**src/rtl/hazard_stall_ctrl_pkg.sv**
```systemverilog
// Shared control encodings plus the stall-controller constants derived from them.
// Constants only; no logic, no latency.
`ifndef CTRL_ENCODE_DEF_V
`define CTRL_ENCODE_DEF_V
`define BRANCH_NONE    2'b00
`define BRANCH_BEQ     2'b01
`define BRANCH_BNE     2'b10
`define JUMP_NONE      2'b00
`define JUMP_J         2'b01
`define JUMP_JAL       2'b10
`define JUMP_REG       2'b11
`define REGSRC_ALU     2'b00
`define REGSRC_DMEM    2'b01
`define REGSRC_PCPLUS4 2'b10
`define HZ_CNT_W       32
`endif

package hazard_stall_ctrl_pkg;
  localparam logic [1:0] BRANCH_NONE    = `BRANCH_NONE;
  localparam logic [1:0] BRANCH_BEQ     = `BRANCH_BEQ;
  localparam logic [1:0] BRANCH_BNE     = `BRANCH_BNE;
  localparam logic [1:0] JUMP_NONE      = `JUMP_NONE;
  localparam logic [1:0] JUMP_J         = `JUMP_J;
  localparam logic [1:0] JUMP_JAL       = `JUMP_JAL;
  localparam logic [1:0] JUMP_REG       = `JUMP_REG;
  localparam logic [1:0] REGSRC_ALU     = `REGSRC_ALU;
  localparam logic [1:0] REGSRC_DMEM    = `REGSRC_DMEM;
  localparam logic [1:0] REGSRC_PCPLUS4 = `REGSRC_PCPLUS4;
  localparam int         HZ_CNT_W       = `HZ_CNT_W;
endpackage

```
**src/rtl/hazard_shadow_entry.sv**
```systemverilog
// One shadow pipeline slot {valid, reg_write, reg_src, write_reg}; updates one cycle after load.
// A bubble request clears only the valid bit; the other fields are don't-care when invalid.
module hazard_shadow_entry #(
  parameter int RF_AW = 5
) (
  input  logic             clk,
  input  logic             rst,
  input  logic             load,
  input  logic             bubble,
  input  logic             next_valid,
  input  logic             next_reg_write,
  input  logic [1:0]       next_reg_src,
  input  logic [RF_AW-1:0] next_write_reg,
  output logic             valid,
  output logic             reg_write,
  output logic [1:0]       reg_src,
  output logic [RF_AW-1:0] write_reg
);

  always_ff @(posedge clk) begin
    if (rst) begin
      valid     <= 1'b0;
      reg_write <= 1'b0;
      reg_src   <= 2'b00;
      write_reg <= '0;
    end else if (load) begin
      valid     <= next_valid & ~bubble;
      reg_write <= next_reg_write;
      reg_src   <= next_reg_src;
      write_reg <= next_write_reg;
    end
  end

endmodule

```
**src/rtl/hazard_stall_ctrl.sv**
```systemverilog
// Stalls PC/IF-ID and bubbles ID/EX when the bypass network cannot supply an ID operand.
// Stall decision is combinational (zero latency); shadow EX/MEM state and the counter update per clock.
module hazard_stall_ctrl
  import hazard_stall_ctrl_pkg::*;
#(
  parameter int CNT_W = HZ_CNT_W,
  parameter int RF_AW = 5
) (
  input  logic             clk,
  input  logic             rst,
  input  logic             ID_valid,
  input  logic [RF_AW-1:0] ID_rs,
  input  logic [RF_AW-1:0] ID_rt,
  input  logic             ID_useRs,
  input  logic             ID_useRt,
  input  logic [1:0]       ID_Branch,
  input  logic [1:0]       ID_Jump,
  input  logic             ID_RegWrite,
  input  logic [1:0]       ID_RegSrc,
  input  logic [RF_AW-1:0] ID_WriteReg,
  input  logic             flush,
  output logic             PC_write,
  output logic             IFID_write,
  output logic             IDEX_bubble,
  output logic             stall,
  output logic [CNT_W-1:0] stall_cycles
);

  logic             ex_valid, ex_reg_write;
  logic [1:0]       ex_reg_src;
  logic [RF_AW-1:0] ex_write_reg;
  logic             mem_valid, mem_reg_write;
  logic [1:0]       mem_reg_src;
  logic [RF_AW-1:0] mem_write_reg;

  hazard_shadow_entry #(.RF_AW(RF_AW)) u_ex_shadow (
    .clk            (clk),
    .rst            (rst),
    .load           (1'b1),
    .bubble         (IDEX_bubble),
    .next_valid     (1'b1),
    .next_reg_write (ID_RegWrite),
    .next_reg_src   (ID_RegSrc),
    .next_write_reg (ID_WriteReg),
    .valid          (ex_valid),
    .reg_write      (ex_reg_write),
    .reg_src        (ex_reg_src),
    .write_reg      (ex_write_reg)
  );

  hazard_shadow_entry #(.RF_AW(RF_AW)) u_mem_shadow (
    .clk            (clk),
    .rst            (rst),
    .load           (1'b1),
    .bubble         (1'b0),
    .next_valid     (ex_valid),
    .next_reg_write (ex_reg_write),
    .next_reg_src   (ex_reg_src),
    .next_write_reg (ex_write_reg),
    .valid          (mem_valid),
    .reg_write      (mem_reg_write),
    .reg_src        (mem_reg_src),
    .write_reg      (mem_write_reg)
  );

  logic ex_prod, mem_prod;
  logic ex_match_rs, ex_match_rt, mem_match_rs, mem_match_rt;
  logic use_at_id, branch_hazard, load_use_hazard;

  // Register 0 is hardwired, so it never forms a producer/consumer pair.
  assign ex_prod      = ex_valid & ex_reg_write & (ex_write_reg != '0);
  assign mem_prod     = mem_valid & mem_reg_write & (mem_write_reg != '0);
  assign ex_match_rs  = ex_prod & (ex_write_reg == ID_rs);
  assign ex_match_rt  = ex_prod & (ex_write_reg == ID_rt);
  assign mem_match_rs = mem_prod & (mem_write_reg == ID_rs);
  assign mem_match_rt = mem_prod & (mem_write_reg == ID_rt);

  assign use_at_id = (ID_Branch != BRANCH_NONE) | (ID_Jump == JUMP_REG);

  // ID-resolved consumers can take EX results only from PC+4, and MEM results except loads.
  assign branch_hazard = use_at_id &
      (((ex_match_rs | ex_match_rt) &
        ((ex_reg_src == REGSRC_ALU) | (ex_reg_src == REGSRC_DMEM))) |
       ((mem_match_rs | mem_match_rt) & (mem_reg_src == REGSRC_DMEM)));

  assign load_use_hazard = (ex_reg_src == REGSRC_DMEM) &
      ((ex_match_rs & ID_useRs) | (ex_match_rt & ID_useRt));

  assign stall       = ID_valid & ~flush & (branch_hazard | load_use_hazard);
  assign PC_write    = ~stall;
  assign IFID_write  = ~stall;
  assign IDEX_bubble = stall | flush | ~ID_valid;

  always_ff @(posedge clk) begin
    if (rst) begin
      stall_cycles <= '0;
    end else if (stall && (stall_cycles != {CNT_W{1'b1}})) begin
      stall_cycles <= stall_cycles + 1'b1;
    end
  end

endmodule

```
**config.mk**
```make
export PLATFORM = sky130hd
export DESIGN_NAME = hazard_stall_ctrl
export DESIGN_NICKNAME = d
export VERILOG_FILES = /design/src/rtl/hazard_stall_ctrl_pkg.sv /design/src/rtl/hazard_shadow_entry.sv /design/src/rtl/hazard_stall_ctrl.sv
export SDC_FILE = /design/constraint.sdc
export NUM_CORES = 1
export LEC_CHECK = 0
export ABC_CLOCK_PERIOD_IN_PS = 5500
export BUFFER_PORTS_ARGS = -buffer_cell sky130_fd_sc_hd__buf_2
export CAP_MARGIN = 20
export CORE_MARGIN = 10
export CORE_UTILIZATION = 57
export CTS_CLUSTER_DIAMETER = 120
export DETAILED_ROUTE_END_ITERATION = 6
export PLACE_DENSITY_LB_ADDON = 0.25
export SETUP_SLACK_MARGIN = 0.2
export SYNTH_ARGS = -nofsm -noshare
export SYNTH_HDL_FRONTEND = slang
export SYNTH_SLANG_ARGS = --single-unit
export TNS_END_PERCENT = 1
```
**constraint.sdc**
```tcl
create_clock -name clk -period 5.5 [get_ports clk]
set_clock_uncertainty 0.05 [all_clocks]
set_input_delay 0.825 -clock clk [delete_from_list [all_inputs] [get_ports clk]]
set_output_delay 0.825 -clock clk [all_outputs]
set_load 0.01 [all_outputs]
```
==> results by stage <==
Critical path:
- The most repeated library cell on the critical path is sky130_fd_sc_hd__buf_2.
- Among cell families on the critical path, the largest total delay comes from compound AO/OA/AOI/OAI gates.
- The endpoint identified for the worst register-to-register timing path is stall_cycles[12]$_SDFFE_PP0P_.
- The buffer and inverter count on the worst path is 2.
- The critical path goes through buf_2, xnor2_1, nand3_1, nor2_1, o211a_1, o2111ai_4, buf_2.
- The startpoint of the worst-slack reg-to-reg timing path is u_mem_shadow.write_reg[4]$_SDFF_PP0_.
- The kind of start point of the critical path is an input port.
- The critical path is of the in2out type.
- The worst setup path is captured at an output pin.
- The internal reg-to-reg setup slack is ~2.7 ns.
- The worst path arrival time is between 2 and 2.5 ns.
- Counting cells, the worst reg-to-reg path comes to 8.
- Data on the critical path is required at its endpoint by ~4.6 ns.
- Counting buffers and inverters, the worst setup path is 7 cells deep.
- The worst stage delay on the critical path is 0.68 ns.
- The slowest cell on the critical path is sky130_fd_sc_hd__o2111ai_4.
- Of all nets on the critical path, the largest fanout is 34.

Die:
- The core region is between 4000 and 5000 µm².
- The I/O pin count is 64.
- The initial core utilization is 58.8%.
- The number of placement rows is 24.
- The die span in y is 86.8 µm.
- The die width is about 87 µm.
- The die footprint is about 7500 µm².

Final layout:
- Leaving out fill and tap cells, the most frequent cell in the layout is sky130_fd_sc_hd__buf_2.
- The final cell count without fillers is 398.
- Of the cells placed in the final design, the portion with a size suffix greater than 1 is 23.7%.
- The number of antenna diodes in the final layout is 0.
- In the layout the commonest cells are sky130_fd_sc_hd__buf_2 (63), sky130_fd_sc_hd__dfxtp_1 (50), sky130_fd_sc_hd__a21oi_1 (27).
- The area growth from synthesis to layout is 14.9%.
- For this run, the post-layout net count is 374.
- The layout filler cell count is around 390.
- The post-route standard cell area excluding fillers is approximately 2900 µm².
- The register with the most flip-flops in the layout has 32 of them.

CTS:
- The clock root buffer is sky130_fd_sc_hd__clkbuf_8.
- The maximum buffer depth of the clock tree is 2.
- After clock tree synthesis, the setup repair step added 0 buffers.
- The number of sinks driven by the clock tree is 50.
- The post-CTS resize count is 0.
- The count of hold-fix buffers inserted at cts is 0.
- The clock tree from TritonCTS is yes.
- The number of clock buffers added by TritonCTS is 5.
- Clock-pin slew was measured on the worst setup and hold paths at around 0.09 ns.
- The H-tree was split into 2 levels.
- The source-to-sink clock delay at the later pin of the worst-skew pair is 0.30 ns.

Routing:
- The total routed wirelength is 6040 µm.
- In the final routed layout, each cell accounts on average for between 15 and 20 µm.
- The total via count in the routed design is roughly 2300.
- Using the TritonRoute via totals, the vias-per-cell ratio works out to roughly 5.7.
- The post-detailed-route count of antenna-violating nets is 0.
- The post-route DRC violation count is 0.
- The pre-antenna-repair detailed-routing pass consisted of 4 iterations.
- In this run, the number of DRC markers left after iteration 0 of detailed routing was between 150 and 200.

Min path:
- The hold-critical path endpoint is u_mem_shadow.valid$_SDFF_PP0_.
- The startpoint identified for the worst hold timing path is u_ex_shadow.valid$_SDFF_PP0_.
- The classification of the worst-slack hold path is reg2reg.
- Along the worst hold path, the cell count comes to 1.

Yosys:
- The post-synthesis async set-or-reset flop share is 0%.
- Yosys printed 0 warnings.
- The synthesized netlist occupies a cell area of between 2000 and 3000 µm².
- The post-synthesis sequential area ratio is between 30% and 40%.
- The flip-flop and latch count after synthesis is 50.
- The number of different library cells used by synthesis comes to 38.
- The number of enable flip-flop cells after synthesis is 0.
- The synthesized area divided by synthesized cell count is around 8.7 µm².
- Among all flip-flop cells after synthesis, the most frequent one is sky130_fd_sc_hd__dfxtp_1.
- The net count of the mapped netlist is 320.
- The count of mapped cells out of synthesis is 291.

STA:
- In this run the tightest slew margin relative to its limit is between 30% and 40%.
- The final period demand of the worst path is 3.31 ns.
- The setup violation total in the final timing report is 0.
- The setup total negative slack is 0 ns.
- Final hold analysis gives a worst-case slack of around 0.42 ns.
- The number of pins exceeding their max-slew limit in the final report is 0.
- The post-route clock period utilization is about three fifths.
- The final hold violation count is 0.
- The measured slew at the worst slew-check pin is between 1 and 1.5 ns.
- Setup repair after global routing left no endpoint under its margin.
- For this run, the top clock speed supported by timing is about 300 MHz.

Outcome:
- The run finished with clean final reports.

Global route:
- In the global route stage, overall resource usage came out at between 15 and 20%.
- Summed over all layers, the global routing overflow is 0.
- The first global-routing pass estimated 10200 µm of wire.
- The maximum number of pins on one net before global-route repair is 57.
- The number of antenna violations at the first check in global routing is 0.
- The via count of the first global-routing pass is ~2200.

Placed design:
- The number of buffers added on ports is 63.
- Routability-driven placement finished with a final weighted congestion of just under 0.9.
- The count of placed standard cells including taps is 390.
- The placed wire-length estimate is between 4000 and 5000 µm.
- The placed cell area is approximately 2800 µm².

Power:
- The power per standard cell area is about 220 nW/µm².
- The static leakage is 1.11 nW.
- IR analysis of the VDD net gives a maximum drop of 0.126 mV.

Job:
- The tool flagged a number of max-cap violations equal to 0.
[where the power goes]
part	switching, mW	internal [mW]	leakage (nW)
Combinational	0.0225	0.0227	0.659
Sequential	0.00573	0.368	0.406
Clock	0.120	0.102	0.0482
[area by class of cell]
type	count	area, µm²	area share, %
clock buffer	7	86.3	2.96
clock inverter	1	5.00	0.171
inverter	5	18.8	0.643
multi-input combinational	219	1420	48.7
sequential	50	1000	34.3
tap	52	65.1	2.23
timing repair buffer	64	323	11.1
[metrics by stage]
step | power (mW) | util (%) | setup slack [ns]
after floorplan | 0.409 | - | 2.50
after global placement | 0.426 | 65.4 | 2.19
after detailed placement | 0.427 | 65.4 | 2.14
after CTS | 0.644 | 67.5 | 2.18
after global routing | 0.663 | 67.5 | 2.04
final | 0.640 | 67.5 | 2.19
[logic make-up after synthesis]
kind of cell	count (synthesis)	synth area share (%)
simple gates	131	30.7
compound gates	61	15.2
flops	50	39.4
buf+inv	22	4.68
xor+xnor	20	6.89
mux	6	2.66
fa+ha+maj	1	0.492
[routing by layer]
| layer | track usage (%) | vias up | part of all wire, % | wire length, µm |
|---|---|---|---|---|
| met5 | 0 | - | 0 | 0 |
| met4 | 4.57 | 0 | 1.1 | 69 |
| met3 | 6.47 | 8 | 6.5 | 390 |
| met2 | 25.7 | 48 | 47 | 2820 |
| met1 | 19.7 | 1041 | 46 | 2760 |
| li1 | - | 1169 | - | - |
[cell usage after synthesis, types with 2 or more instances]
library cell	n	share of area, %
sky130_fd_sc_hd__and3_1	6	1.5
sky130_fd_sc_hd__buf_2	5	0.98
sky130_fd_sc_hd__nor4b_2	2	1.2
sky130_fd_sc_hd__nand2_1	16	2.4
sky130_fd_sc_hd__nand3_2	2	0.79
sky130_fd_sc_hd__mux2_1	6	2.7
sky130_fd_sc_hd__nand3_1	20	3.9
sky130_fd_sc_hd__dfxtp_1	50	39
sky130_fd_sc_hd__or4_1	14	4.1
sky130_fd_sc_hd__xnor2_1	20	6.9
sky130_fd_sc_hd__buf_6	3	1.3
sky130_fd_sc_hd__clkbuf_1	7	1.0
sky130_fd_sc_hd__nor2_1	17	2.5
sky130_fd_sc_hd__nor3_1	2	0.39
sky130_fd_sc_hd__or3_1	11	2.7
sky130_fd_sc_hd__o22ai_1	2	0.49
sky130_fd_sc_hd__nand4_1	7	1.7
sky130_fd_sc_hd__and4_1	3	1.0
sky130_fd_sc_hd__buf_4	2	0.59
sky130_fd_sc_hd__inv_1	4	0.59
sky130_fd_sc_hd__nor2b_1	22	5.4
sky130_fd_sc_hd__a21oi_1	27	5.3
sky130_fd_sc_hd__o21ai_1	13	2.6
sky130_fd_sc_hd__nor4_1	3	0.74
sky130_fd_sc_hd__o31ai_1	14	4.1
[worst max path at each step]
stage,startpoint,endpoint
global route,ID_rt[3],IFID_write
global placement,ID_rt[4],IFID_write
finish,ID_rt[2],IFID_write
detailed placement,ID_rs[4],stall_cycles[12]$_SDFFE_PP0P_
CTS,ID_rt[2],PC_write
floorplan,ID_rt[2],PC_write
[worst reg2reg max path, stage by stage, from the launching register on]
cell and delay, ns:
sky130_fd_sc_hd__dfxtp_1 0.42, sky130_fd_sc_hd__xnor2_1 0.15, sky130_fd_sc_hd__nand3_1 0.10, sky130_fd_sc_hd__o22ai_1 0.22
sky130_fd_sc_hd__a22o_2 0.22, sky130_fd_sc_hd__o2111ai_4 0.41, sky130_fd_sc_hd__buf_4 0.40, sky130_fd_sc_hd__nor4_1 0.35
sky130_fd_sc_hd__mux2_1 0.36
Note: power is estimated with default switching activity, not from simulation.
